### config.mk
export PLATFORM = sky130hd
export DESIGN_NAME = esfa_run_sequencer
export DESIGN_NICKNAME = d
export VERILOG_FILES = /design/src/rtl/esfa_pkg.sv /design/src/rtl/sat_counter.sv /design/src/rtl/esfa_run_sequencer.sv
export SDC_FILE = /design/constraint.sdc
export NUM_CORES = 1
export LEC_CHECK = 0
export ABC_AREA = 1
export BUFFER_PORTS_ARGS = -buffer_cell sky130_fd_sc_hd__buf_2
export CAP_MARGIN = 25
export CORE_MARGIN = 3
export CORE_UTILIZATION = 50
export CTS_CLUSTER_SIZE = 10
export DETAILED_ROUTE_END_ITERATION = 10
export PLACE_DENSITY_LB_ADDON = 0.12
export SYNTH_ARGS = -nofsm -noshare
export SYNTH_HDL_FRONTEND = slang
export SYNTH_SLANG_ARGS = --single-unit
### constraint.sdc
create_clock -name masterClock -period 1.75 [get_ports masterClock]
set_input_delay 0.175 -clock masterClock [delete_from_list [all_inputs] [get_ports masterClock]]
set_output_delay 0.175 -clock masterClock [all_outputs]
set_load 0.03 [all_outputs]
### src/rtl/esfa_pkg.sv
// esfa_pkg: shared types and defaults for the ESFA run sequencer.
package esfa_pkg;
  typedef enum logic [2:0] {IDLE, LAUNCH, WAIT_START, WAIT_DONE, RECORD, GAP} runState_t;
  typedef enum logic [1:0] {OP_START = 2'd0, OP_ABORT = 2'd1, OP_CLEAR = 2'd2, OP_RSVD = 2'd3} cmdOp_t;
  localparam int DEFAULT_TIMEOUT_CYCLES = 1048576;
endpackage

### src/rtl/sat_counter.sv
// sat_counter: saturating up-counter with synchronous clear.
module sat_counter #(
  parameter int WIDTH = 16
) (
  input  logic             masterClock,
  input  logic             reset,
  input  logic             clr,
  input  logic             inc,
  output logic [WIDTH-1:0] count
);
  always_ff @(posedge masterClock)
    if (!reset || clr) count <= '0;
    else if (inc && count != '1) count <= count + 1'b1;
endmodule

### src/rtl/esfa_run_sequencer.sv
// esfa_run_sequencer: batch trial controller driving the ESFA doRun/isRunning/didRun handshake.
module esfa_run_sequencer
  import esfa_pkg::*;
#(
  parameter int TIMEOUT_CYCLES = DEFAULT_TIMEOUT_CYCLES,
  parameter int COUNT_W        = 16,
  parameter int GAP_CYCLES     = 4
) (
  input  logic               masterClock,
  input  logic               reset,
  input  logic               cmdValid,
  input  logic [1:0]         cmdOp,
  input  logic [COUNT_W-1:0] cmdCount,
  output logic               cmdReady,
  output logic               doRun,
  input  logic               isRunning,
  input  logic               didRun,
  input  logic               wasSuccessful,
  input  logic [31:0]        instructionOfError,
  output logic               busy,
  output logic               batchDone,
  output logic [COUNT_W-1:0] runsDone,
  output logic [COUNT_W-1:0] passCount,
  output logic [COUNT_W-1:0] failCount,
  output logic [COUNT_W-1:0] timeoutCount,
  output logic               firstErrValid,
  output logic [31:0]        firstErrInstr
);
  localparam int WD_W = $clog2(TIMEOUT_CYCLES + 1);
  runState_t state, stateNext;
  logic [WD_W-1:0] phaseCount;
  logic [COUNT_W-1:0] remaining;
  logic doRunNext, batchDoneNext, phaseClr, loadBatch, clearStats;
  logic recPass, recFail, recTimeout, trialEnd, abort, expired, gapDone, lastTrial;
  assign cmdReady = (state == IDLE) || (cmdOp == OP_ABORT);
  assign busy = state != IDLE;
  assign abort = cmdValid && cmdOp == OP_ABORT && state != IDLE;
  assign expired = phaseCount == WD_W'(TIMEOUT_CYCLES - 1);
  assign gapDone = phaseCount == WD_W'(GAP_CYCLES - 1);
  assign lastTrial = remaining == COUNT_W'(1);
  assign trialEnd = recPass || recFail || recTimeout;
  always_ff @(posedge masterClock)
    if (!reset) state <= IDLE;
    else state <= stateNext;
  always_comb begin
    stateNext = state;
    doRunNext = 1'b0;
    batchDoneNext = 1'b0;
    phaseClr = 1'b0;
    loadBatch = 1'b0;
    clearStats = 1'b0;
    recPass = 1'b0;
    recFail = 1'b0;
    recTimeout = 1'b0;
    case (state)
      IDLE: begin
        loadBatch = cmdValid && cmdOp == OP_START && cmdCount != '0;
        batchDoneNext = cmdValid && cmdOp == OP_START && cmdCount == '0;
        clearStats = cmdValid && cmdOp == OP_CLEAR;
        stateNext = loadBatch ? LAUNCH : IDLE;
      end
      LAUNCH: begin
        doRunNext = 1'b1;
        phaseClr = 1'b1;
        stateNext = WAIT_START;
      end
      WAIT_START: begin
        phaseClr = isRunning;
        stateNext = isRunning ? WAIT_DONE : WAIT_START;
        recTimeout = !isRunning && expired;
        doRunNext = !isRunning && !expired;
      end
      // completion is checked first so a falling isRunning beats a same-cycle expiry
      WAIT_DONE: begin
        stateNext = isRunning ? WAIT_DONE : RECORD;
        recTimeout = isRunning && expired;
      end
      RECORD: begin
        recPass = didRun && wasSuccessful;
        recFail = !recPass;
      end
      GAP: stateNext = gapDone ? LAUNCH : GAP;
      default: stateNext = IDLE;
    endcase
    if (recPass || recFail || recTimeout) begin
      phaseClr = 1'b1;
      stateNext = lastTrial ? IDLE : GAP;
      batchDoneNext = lastTrial;
    end
    // abort discards whatever trial outcome this cycle would have produced
    if (abort) begin
      stateNext = IDLE;
      doRunNext = 1'b0;
      batchDoneNext = 1'b1;
      recPass = 1'b0;
      recFail = 1'b0;
      recTimeout = 1'b0;
    end
  end
  always_ff @(posedge masterClock)
    if (!reset) begin
      doRun <= 1'b0;
      batchDone <= 1'b0;
      phaseCount <= '0;
      remaining <= '0;
      firstErrValid <= 1'b0;
      firstErrInstr <= '0;
    end else begin
      doRun <= doRunNext;
      batchDone <= batchDoneNext;
      phaseCount <= phaseClr ? '0 : phaseCount + 1'b1;
      remaining <= loadBatch ? cmdCount : trialEnd ? remaining - COUNT_W'(1) : remaining;
      if (clearStats) begin
        firstErrValid <= 1'b0;
        firstErrInstr <= '0;
      end else if (recFail && !firstErrValid) begin
        firstErrValid <= 1'b1;
        firstErrInstr <= instructionOfError;
      end
    end
  sat_counter #(.WIDTH(COUNT_W)) runsCounter (
    .masterClock(masterClock), .reset(reset), .clr(loadBatch), .inc(trialEnd), .count(runsDone));
  sat_counter #(.WIDTH(COUNT_W)) passCounter (
    .masterClock(masterClock), .reset(reset), .clr(clearStats), .inc(recPass), .count(passCount));
  sat_counter #(.WIDTH(COUNT_W)) failCounter (
    .masterClock(masterClock), .reset(reset), .clr(clearStats), .inc(recFail), .count(failCount));
  sat_counter #(.WIDTH(COUNT_W)) timeoutCounter (
    .masterClock(masterClock), .reset(reset), .clr(clearStats), .inc(recTimeout), .count(timeoutCount));
endmodule

Word-level counts from Yosys, hierarchy flattened
Cells that the tools add are included.
{"block": "word_totals", "register_bits": 139, "inputBits": 56, "out_inout_bits": 101, "elab_cells": 92}
{"block": "op_classes", "n_addsub": 6, "n_eq_ne": 15, "muxes": 23, "bitwise_logic": 1, "n_reduce_logical": 36}
{"operator": "adder 16 x 1 -> 16 bit (second input constant)", "n": 4}
{"operator": "!= test 16 bit (second input constant)", "n": 4}
{"operator": "two-way mux 16 bit", "n": 2}
{"operator": "adder 21 x 1 -> 21 bit (second input constant)", "n": 1}
{"operator": "equality test 21 x 2 -> 1 bit (second input constant)", "n": 1}
{"operator": "equality test 21 x 20 -> 1 bit (second input constant)", "n": 1}
{"operator": "one-hot mux 3 bit (6 select lines)", "n": 1}
{"operator": "equality test 16 x 1 -> 1 bit (second input constant)", "n": 1}
{"operator": "logical NOT 16 bit", "n": 1}
{"operator": "nonzero test 16 bit", "n": 1}
{"operator": "subtractor 16 x 1 -> 16 bit (second input constant)", "n": 1}
{"operator": "logical AND 1 bit", "n": 15}
{"operator": "two-way mux 1 bit", "n": 13}
{"operator": "two-way mux 3 bit", "n": 4}
{"operator": "logical OR 1 bit", "n": 7}
{"operator": "equality test 3 x 2 -> 1 bit (second input constant)", "n": 2}
{"operator": "equality test 3 bit (second input constant)", "n": 2}
{"operator": "one-hot mux 1 bit (2 select lines)", "n": 3}
{"operator": "OR reduction 2 bit", "n": 3}
{"operator": "logical NOT 1 bit", "n": 5}
{"operator": "equality test 3 x 1 -> 1 bit (second input constant)", "n": 1}
{"operator": "logical NOT 3 bit", "n": 1}
{"operator": "nonzero test 3 bit", "n": 1}
{"operator": "equality test 2 x 1 -> 1 bit (second input constant)", "n": 1}
{"operator": "5 further kinds", "n": 5}

Depth between registers and ports, before layout
Gate-level depths: netlist of run 1.
{"block": "logic_depth", "depth_word": 8, "depth_mapped": 14, "ltp_nobuf": 13}

Cells and area by module
From an unflattened synthesis of run 1, not the netlist that was laid out.
{"block": "unflattened", "cells_unflattened": 1171, "area_unflattened_um2": 7806.2}
{"module": "esfa_run_sequencer", "instances": 1, "cells_per_inst": 591, "area_each_um2": 3957.5}
{"module": "sat_counter", "instances": 4, "cells_per_inst": 145, "area_each_um2": 962.2}

Worst setup path before layout of run 1
OpenSTA, ideal clock, no wires.
{"block": "synth_path", "path_type": "register -> register", "from": "register runsCounter.count[0]", "to": "register runsCounter.count[14]", "setup_time_ps": 113, "arrival_ps": 1822, "required_ps": 1637, "setup_slack_ps": -185, "stages_incl_launch_ff": 12, "cell_sequence": "dfxtp_1 ha_1 nand3_1 nor2_2 nand2_1 nor2_4 nand3_4 nand3_4 buf_6 nand2_1 nand2_1 nor2_1"}
{"block": "synth_between", "elab_chain_len": 2, "elab_cells_between_ends": 3, "classes_between": "add/sub: 1; eq/ne: 1; reduce/logical: 1"}
{"item": "from (decl)", "line_no": "sat_counter.sv:9", "rtl": "output logic [WIDTH-1:0] count"}
{"item": "from (signal assigned)", "line_no": "sat_counter.sv:13", "rtl": "else if (inc && count != '1) count <= count + 1'b1;"}
{"item": "parallel branches: the longest is 2 deep, another holds adder 16 x 1 -> 16 bit"}
Parallel ways; which one is timed is not known.
A chain may end at the register's enable or synchronous reset.

Final worst setup path of run 1
{"block": "layout_path", "from": "register state[1]", "to": "register runsCounter.count[1]"}
{"block": "layout_between", "elab_chain_len": 6, "elab_cells_between_ends": 17, "classes_between": "eq/ne: 3; mux: 7; reduce/logical: 7"}
{"item": "from (decl)", "line_no": "esfa_run_sequencer.sv:30", "rtl": "runState_t state, stateNext;"}
{"item": "from (signal assigned)", "line_no": "esfa_run_sequencer.sv:44", "rtl": "else state <= stateNext;"}
{"item": "equality test 3 bit / nonzero test 3 bit (equally long branches)", "line_no": "esfa_run_sequencer.sv:55, esfa_run_sequencer.sv:37"}
{"item": "two-way mux 1 bit / logical AND 1 bit (equally long branches)", "line_no": "esfa_run_sequencer.sv:55, esfa_run_sequencer.sv:37"}
{"item": "two-way mux 1 bit", "line_no": "esfa_run_sequencer.sv:91", "rtl": "if (abort) begin"}
{"item": "logical OR 1 bit (2 in series)", "line_no": "esfa_run_sequencer.sv:41", "rtl": "assign trialEnd = recPass || recFail || recTimeout;"}
{"item": "logical AND 1 bit", "line_no": "sat_counter.sv:13"}
Parallel ways exist; a longest one is shown, timed or not.

==> run_results.csv, run 1 <==
group,metric,value,unit
status,status,"finished, violations left",
status,failed_checks,"setup timing",
floorplanning,core,14640,sq um
clocking,clkTransAtPathRegs,60,ps
layout,multi_input_area,4662,sq um
logic_synthesis,synth-seq-cells,139,
grt,grt-ovfl-total,0,
place,place.gp.congestion,0.8940,
setup_path,rr_startpoint,"state[1]",
clocking,clk_latency,430,ps
power,power_density,757.5,nW/um^2
layout,area_growth,37.71,%
setup_path,reg2reg_depth,13,
setup_path,crit_start,"state[1]",
sta,rsz0062_at_grt,"yes",
routing,drt_iter0_drc,577,
layout,nets,1418,
power,p_total,7860,uW
routing,wire_per_inst,14.13,microns
logic_synthesis,syn-instance-count,1118,
layout,antennaDiodeCount,0,
clocking,clockBufferDepth,2,
sta,tightest_slew,436.3,ps
run,drv_cap,0,
layout,drive_gt1_share,31.33,%
logic_synthesis,synth_area_per_cell,6.739,sq um
floorplanning,die_x,128.8,microns
sta,fin_crit_sh,105.5,%
clocking,numCtsBuffers,17,
setup_path,crit_fanout,5,
grt,track_usage,24.03,%
floorplanning,start_util,51.45,%
routing,final_antenna_net_count,0,
power,p_leak,0.004470,uW
hold_path,hold_start,"instructionOfError[16]",
clocking,cts_tree,"done",
setup_path,reg2reg_setup_slack,-100,ps
sta,drv_slew,0,
sta,relSlewSlack,70.69,%
routing,firstDrtPassIters,5,
layout,fill_cells,1218,
power,ir_drop,0.7108,mV
clocking,cts_root_buf,"clkbuf_16",
routing,routed_wl,21.90,mm
setup_path,crit_path_end_kind,"register",
grt,grt_pass1_wl,32.68,mm
layout,fin_cells,1550,
place,port_buffers,156,
hold_path,hold_depth,3,
logic_synthesis,synth_warnings,0,
sta,setup_viol,20,
hold_path,whs_endpoint,"firstErrInstr[16]",
setup_path,startpoint_type,"register",
sta,hold_viol,0,
floorplanning,rows,44,
setup_path,critical_path_class,"reg2reg",
logic_synthesis,netlist_area,7535,sq um
logic_synthesis,synth_nets,1183,
clocking,htreeDepth,4,
place,place.detailed.hpwl,14.16,mm
grt,antenna_found_initial,0,
routing,drc,0,
setup_path,r2r-end,"runsCounter.count[1]",
floorplanning,die_area,16580,sq um
floorplanning,ioPinCount,157,
logic_synthesis,yosys.cell_types.count,41,
grt,grt_pass1_vias,7067,
grt,grt_max_degree,51,
logic_synthesis,synth.yosys.seq_area_share,36.93,%
sta,setup_tns,-908.3,ps
sta,whs,11.77,ps
hold_path,hold_class,"in2reg",
clocking,clkSinkCount,139,
sta,fin_crit,1845,ps
sta,fin_skew,9.207,ps
place,dp.cells,1487,
sta,fmax,541.9,MHz
routing,dr_total_vias,8174,
setup_path,cp_data_required_time,2080,ps
layout,regArea,2803,sq um
sta,setup_ws,-95.46,ps
setup_path,critPathArrivalTime,2170,ps
floorplanning,die_h,128.8,microns
routing,via_per_inst,5.274,
[cell type report]
cell class,count,area share (%)
Clock buffer,18,4.341
Clock inverter,14,1.399
Inverter,120,4.474
Multi-Input combinational cell,831,44.93
Sequential cell,139,27.01
Tap cell,184,2.219
Timing Repair Buffer,244,15.63
[placed cells by master (no fill, tap or decap), types with 14 or more instances in the layout]
cell type  instances
o21ai_0           21
clkbuf_16         19
nor2_4            14
nor3_1            27
buf_2            155
a21oi_2           19
nand2_2           26
nand2_1          247
nand3_1           90
a21oi_1           71
buf_4             66
nor2_1           144
inv_2             15
nand4_1           25
xor2_1            37
dfxtp_1          127
inv_1            101
[how the worst max path moves through the flow]
stage | endpoint | cells after the start
5_1_grt | runsCounter.count[1] | 13
6_report | runsCounter.count[1] | 13
3_5_place_dp | runsCounter.count[2] | 13
3_3_place_gp | runsCounter.count[2] | 13
2_1_floorplan | failCounter.count[8] | 8
4_1_cts | remaining[8] | 12
[power by group]
| part | switching (uW) | leakage, uW | internal [uW] |
|---|---|---|---|
| clock network | 1450 | 0.000288 | 2180 |
| registers | 54.0 | 0.00113 | 3220 |
| logic | 569 | 0.00305 | 391 |
[critical path, stage by stage (launching register included)]
cell and delay [ps]:
dfxtp_2 320, inv_2 70, nor2_4 40, inv_2 70, nor2_4 40, ha_4 270, inv_2 40, nor2_4 120
nand4_4 160, nand2_8 140, buf_8 150, nand3_4 130, nor2_1 130, nor2_1 50
[synth_stat cells, drive strengths merged]
library cell,number,area (sq um)
nand2,283,1085
nand4,27,190.2
a31oi,4,25.02
a211oi,1,7.510
or2,3,18.77
o21bai,2,15.01
clkinv,1,3.750
nand3,101,555.5
clkbuf,13,48.80
and3,2,12.51
nor3b,6,45.04
nand3b,3,22.52
and3b,1,8.760
a21oi,90,461.7
dfxtp,139,2783
o21ai,34,170.2
xor2,37,324.1
o31ai,1,7.510
ha,9,112.6
inv,119,446.7
nor2,171,725.7
nor3,35,202.7
buf,24,157.6
xnor2,12,105.1
[layer usage]
layer  up-vias  global-route usage (%)  share of wire [%]
met2       251                   38.48                 49
met1      3796                   31.55                 43
li1       4092                       -                  -
met3        35                   6.683                6.4
met4         0                   7.597                1.7
met5         -                       0                  0
[logic make-up (layout without fill, tap and decap cells)]
group | count (synthesis) | after routing | share of synthesized area, %
AOI/OAI and AO/OA | 132 | 132 | 9.117
DFF | 139 | 139 | 36.93
xor gates and xnor gates | 49 | 49 | 5.696
adders and majority gates | 9 | 9 | 1.495
and+or+nand+nor | 632 | 641 | 38.04
buffers and inverters | 157 | 396 | 8.718
[stage by stage]
step                area, sq um  util (%)  worst slack (ps)
finish                    10380     70.86            -95.46
global route              10380     70.86            -170.4
CTS                        9721     66.38            -41.75
detailed placement         8920     60.91            -100.3
global placement           8920     60.91            -24.94
floorplan                  7569         -             5.261
[what timing repair did]
action / 4_1_cts / 5_1_grt
pin swaps: 9 / 34
hold buffers: 0 / 2
buffers inserted: 8 / 9
endpoints found under the setup margin: 58 / 128
gates cloned: 5 / 8
hold endpoints to repair: 0 / 2
resized for setup: 18 / 129
[flip-flops by register name, indices dropped and copies added (netlist names)]
name,flops
runsCounter.count,16
failCounter.count,16
passCounter.count,16
doRun,1
timeoutCounter.count,16
firstErrInstr,32
remaining,16
batchDone,1
phaseCount,21
firstErrValid,1
state,3
Note: power is estimated with default switching activity, not from simulation.
==> inputs of run 2 (changes only) <==
--- a/config.mk
+++ b/config.mk
@@ -9,7 +9,7 @@
 export BUFFER_PORTS_ARGS = -buffer_cell sky130_fd_sc_hd__buf_2
 export CAP_MARGIN = 25
 export CORE_MARGIN = 3
-export CORE_UTILIZATION = 50
+export CORE_UTILIZATION = 40
 export CTS_CLUSTER_SIZE = 10
 export DETAILED_ROUTE_END_ITERATION = 10
 export PLACE_DENSITY_LB_ADDON = 0.12
==> run 2 against run 1 <==
Critical endpoint is now phaseCount[13]. Core utilization fell by 15 points. Sequential share of layout area grew 0.49 points. Register-to-register slack better by 40 ps. Critical path type unchanged. Setup slack better by 37 ps. Die area rose by 24%. First-iteration DRC count fell by 37%. Sequential cell count stayed put. Power decreased by 1.3%. The run still ends with setup timing left.
==> run_results.csv, run 2 (same netlist as run 1, synthesis figures left out) <==
group,metric,value,unit
setup_path,critical_path_class,"reg2reg",
sta,fin_crit,1808,ps
layout,largest_reg_flops,32,
layout,top_register,"firstErrInstr",
power,p_total,7760,uW
sta,drv_slew,0,
routing,drc,0,
place,port_buffers,156,
layout,layout_common_cells,"nand2_1 (266), buf_2 (156), nor2_1 (143)",
routing,via_per_inst,4.919,
floorplanning,die_x,143.2,microns
sta,fin_crit_sh,103.3,%
routing,firstDrtPassIters,4,
grt,antenna_found_initial,0,
setup_path,startpoint_type,"register",
power,power_density,761.5,nW/um^2
clocking,clk_latency,410,ps
layout,final_common_cell,"nand2_1",
floorplanning,die_h,143.2,microns
sta,relSlewSlack,73.01,%
place,place.detailed.hpwl,14.83,mm
clocking,clkSinkCount,139,
hold_path,hold_class,"in2reg",
layout,area_growth,35.25,%
sta,setup_ws,-58.42,ps
setup_path,slowest_stage,"dfxtp_2",
routing,drt_iter0_drc,365,
setup_path,critPathArrivalTime,2140,ps
routing,dr_total_vias,7876,
clocking,cts_tree,"done",
layout,largest_registers,"firstErrInstr (32), phaseCount (21)",
sta,hold_viol,0,
grt,track_usage,19.86,%
floorplanning,die_area,20520,sq um
sta,rsz0062_at_grt,"yes",
power,p_leak,0.004461,uW
setup_path,cp_data_required_time,2080,ps
routing,final_antenna_net_count,0,
sta,fin_skew,8.129,ps
clocking,cts_root_buf,"clkbuf_16",
setup_path,crit_fanout,11,
grt,grt_pass1_vias,6986,
grt,grt_max_degree,60,
routing,wire_per_inst,13.63,microns
status,status,"finished, violations left",
floorplanning,start_util,41.38,%
layout,fill_cells,1739,
setup_path,crit_path_end_kind,"register",
sta,fmax,553.0,MHz
sta,setup_viol,32,
sta,setup_tns,-1142,ps
clocking,clockBufferDepth,2,
layout,drive_gt1_share,28.64,%
setup_path,path_cells,"inv_2 > nor2_4 > inv_2 > nor2_4 > ha_4 > inv_2 > nor2_4 > nand4_4 > nand2_8 > inv_4 > nand2_4 > buf_12 > nor3b_1",
sta,tightest_slew,401.7,ps
grt,grt_pass1_wl,33.56,mm
setup_path,critPathMaxStageDelay,330,ps
clocking,clkTransAtPathRegs,60,ps
routing,routed_wl,21.83,mm
grt,grt-ovfl-total,0,
power,ir_drop,0.6731,mV
place,place.gp.congestion,0.8297,
layout,nets,1424,
run,drv_cap,0,
clocking,numCtsBuffers,17,
clocking,htreeDepth,4,
status,failed_checks,"setup timing",
floorplanning,ioPinCount,157,
floorplanning,core,18210,sq um
layout,antennaDiodeCount,0,
floorplanning,rows,49,
## run 2: cell count changes in the layout (fill, tap and decap cells not counted), moves of 4 or more
cell | previous run | this run
nand2_2 | 26 | 12
a21oi_2 | 19 | 6
nor3_1 | 27 | 31
nand2_1 | 247 | 266
nor3_2 | 6 | 2
a21oi_1 | 71 | 84
buf_4 | 66 | 76
## run 2: power breakdown
group	switching, uW	internal (uW)	total, uW
Sequential	49.7	3220	3270
Clock	1390	2170	3560
Combinational	551	380	931
Total	1990	5770	7760
## run 2: per-stage QoR
step / worst slack (ps) / area (sq um) / utilization (%) / instances / hold slack, ps
4_1_cts: -22.27 / 9677 / 53.14 / 1576 / 11.81
5_1_grt: -160.6 / 10190 / 55.97 / 1601 / 9.782
6_report: -58.42 / 10190 / 55.97 / 1601 / 27.33
3_5_place_dp: -98.31 / 9031 / 49.60 / 1541 / 449.1
2_1_floorplan: 5.261 / 7569 / - / 1118 / 339.4
3_3_place_gp: -54.17 / 9031 / 49.60 / 1541 / 445.6
## run 2: layer usage
metal	GRT usage [%]	share of wire [%]	vias to the layer above
met2	31.58	46	165
met3	4.990	4.8	16
met5	0	0	-
met1	27.66	48	3584
li1	-	-	4111
met4	3.766	1.0	0
## run 2: worst paths after layout
check,start,endpoint,slack (ps),cells past startpoint
min reg2reg,firstErrInstr[29],firstErrInstr[29],450,2
max,state[1],phaseCount[13],-60,13
max reg2reg,state[1],phaseCount[13],-60,13
min,instructionOfError[0],firstErrInstr[0],30,3
## run 2: area by class of cell
cell class | instances | area (sq um) | share of cell area (%)
inverters | 120 | 455.4 | 4.469
multi-input cells | 831 | 4451 | 43.67
clock inverters | 10 | 115.1 | 1.130
flip-flops and latches | 139 | 2803 | 27.50
clock buffers | 22 | 464.2 | 4.555
repair buffers | 250 | 1617 | 15.86
well taps | 229 | 286.5 | 2.812
## run 2: timing repair
| action | in CTS | in global routing |
|---|---|---|
| endpoints found under the setup margin | 47 | 109 |
| cloned | 1 | 12 |
| gates resized for setup | 11 | 75 |
| pin swaps | 5 | 37 |
| hold buffers | 0 | 0 |
| setup buffers | 2 | 13 |
## run 2: worst max-delay path, delay by kind of cell, from the launching register on
kind,cells,cell delay [ps]
flops,1,330
fa+ha+maj,1,220
simple gates,7,740
buf+inv,5,430
==> inputs of run 3 (changes only) <==
--- a/config.mk
+++ b/config.mk
@@ -6,13 +6,15 @@
 export NUM_CORES = 1
 export LEC_CHECK = 0
 export ABC_AREA = 1
+export ABC_CLOCK_PERIOD_IN_PS = 1750
 export BUFFER_PORTS_ARGS = -buffer_cell sky130_fd_sc_hd__buf_2
 export CAP_MARGIN = 25
 export CORE_MARGIN = 3
-export CORE_UTILIZATION = 40
+export CORE_UTILIZATION = 50
 export CTS_CLUSTER_SIZE = 10
 export DETAILED_ROUTE_END_ITERATION = 10
 export PLACE_DENSITY_LB_ADDON = 0.12
+export SKIP_LAST_GASP = 1
 export SYNTH_ARGS = -nofsm -noshare
 export SYNTH_HDL_FRONTEND = slang
 export SYNTH_SLANG_ARGS = --single-unit
==> run 3 against run 2 <==
The run still ends with setup timing left. Power increased by 1.5%. Final cell count decreased by 3.1%. Register-to-register slack got worse by 30 ps. Sequential share of layout area decreased by 0.75 points. Worst hold slack got worse by 16 ps.
==> run_results.csv, run 3 (same netlist as run 1, synthesis figures left out) <==
group,metric,value,unit
clocking,clkTransAtPathRegs,60,ps
power,ir_drop,0.7042,mV
floorplanning,start_util,51.45,%
routing,firstDrtPassIters,5,
routing,drc,0,
layout,fin_area,10480,sq um
sta,tightest_slew,435.7,ps
hold_path,hold_class,"in2reg",
grt,grt_max_degree,51,
floorplanning,rows,44,
place,port_buffers,156,
floorplanning,die_area,16580,sq um
status,status,"finished, violations left",
layout,multi_input_area,4728,sq um
layout,regArea,2803,sq um
clocking,htreeDepth,4,
sta,setup_tns,-1943,ps
clocking,cts_tree,"done",
clocking,clockBufferDepth,2,
sta,fin_crit,1836,ps
place,place.gp.congestion,0.8940,
place,dpl_cell_area,8920,sq um
grt,grt-ovfl-total,0,
setup_path,startpoint_type,"register",
sta,rsz0062_at_grt,"yes",
setup_path,crit_fanout,5,
grt,grt_pass1_wl,32.64,mm
sta,fin_skew,8.501,ps
sta,setup_viol,40,
layout,fill_cells,1201,
routing,via_per_inst,5.230,
setup_path,crit_start,"state[1]",
setup_path,crit_path_end_kind,"register",
routing,dr_total_vias,8112,
sta,fmax,544.5,MHz
status,failed_checks,"setup timing",
power,power_density,752.0,nW/um^2
grt,antenna_found_initial,0,
clocking,cts_root_buf,"clkbuf_16",
run,drv_cap,0,
layout,final_common_cell,"nand2_1",
setup_path,critical_path_class,"reg2reg",
floorplanning,die_x,128.8,microns
sta,drv_slew,0,
grt,track_usage,24.01,%
sta,setup_ws,-86.42,ps
layout,drive_gt1_share,32.70,%
power,p_leak,0.004477,uW
layout,largest_registers,"firstErrInstr (32), phaseCount (21)",
routing,drt_iter0_drc,490,
routing,final_antenna_net_count,0,
routing,routed_wl,21.79,mm
setup_path,critPathArrivalTime,2160,ps
sta,whs,11.62,ps
clocking,clkSinkCount,139,
layout,top_register,"firstErrInstr",
sta,hold_viol,0,
clocking,clk_latency,420,ps
place,place.detailed.hpwl,14.16,mm
layout,layout_common_cells,"nand2_1 (241), buf_2 (155), nor2_1 (138)",
hold_path,hold_start,"instructionOfError[16]",
setup_path,cp_data_required_time,2070,ps
sta,fin_crit_sh,104.9,%
layout,area_growth,39.02,%
floorplanning,core,14640,sq um
sta,relSlewSlack,70.73,%
layout,nets,1419,
place,dp_slack,-100.3,ps
floorplanning,ioPinCount,157,
layout,antennaDiodeCount,0,
floorplanning,die_h,128.8,microns
setup_path,rr_startpoint,"state[1]",
layout,largest_reg_flops,32,
clocking,numCtsBuffers,17,
routing,wire_per_inst,14.05,microns
grt,grt_pass1_vias,7070,
==> run 3: per-layer routing <==
| layer | routed length (microns) | GRT usage (%) |
|---|---|---|
| met1 | 9407 | 31.47 |
| met4 | 422 | 7.597 |
| met2 | 10570 | 38.48 |
| met3 | 1390 | 6.725 |
| met5 | 0 | 0 |
==> run 3: layout make-up <==
| class | instances | share of cell area [%] |
|---|---|---|
| Tap cell | 184 | 2.198 |
| Sequential cell | 139 | 26.76 |
| Inverter | 120 | 4.431 |
| Clock buffer | 18 | 4.300 |
| Multi-Input combinational cell | 831 | 45.14 |
| Timing Repair Buffer | 245 | 15.79 |
| Clock inverter | 14 | 1.386 |
==> run 3: timing repair <==
action | CTS | global route
setup endpoints to repair | 58 | 128
hold buffers | 0 | 2
pin swaps | 8 | 39
endpoints found under the hold margin | 0 | 2
buffers inserted | 8 | 9
gates cloned | 5 | 9
resized for setup | 15 | 157
==> run 3: critical path: stages (launching register included) <==
cell and delay, ps:
dfxtp_2 330, inv_2 70, nor2_4 40, inv_2 70, nor2_4 40, ha_4 260, inv_2 40, nor2_4 120
nand4_4 170, nand2_8 130, buf_8 150, nand3_4 140, nor2_1 130, nor2_1 50
==> run 3: worst paths after layout <==
path              cells past startpoint                    to  slack [ps]
hold / removal                        3     firstErrInstr[16]          10
setup reg to reg                     13  runsCounter.count[1]         -90
setup / recovery                     13  runsCounter.count[1]         -90
hold reg to reg                       2     firstErrInstr[26]         460
==> run 3: through the flow <==
step	total power, uW	cells	util (%)
floorplan	3887	1118	-
finish	7877	1551	71.53
detailed placement	4141	1487	60.91
global placement	4133	1487	60.91
CTS	7802	1532	66.30
global route	8206	1551	71.53
==> run 3: where the power goes <==
group / internal [uW] / switching [uW]
combinational: 404 / 583
clock: 2180 / 1440
sequential: 3220 / 53.7
total: 5800 / 2080
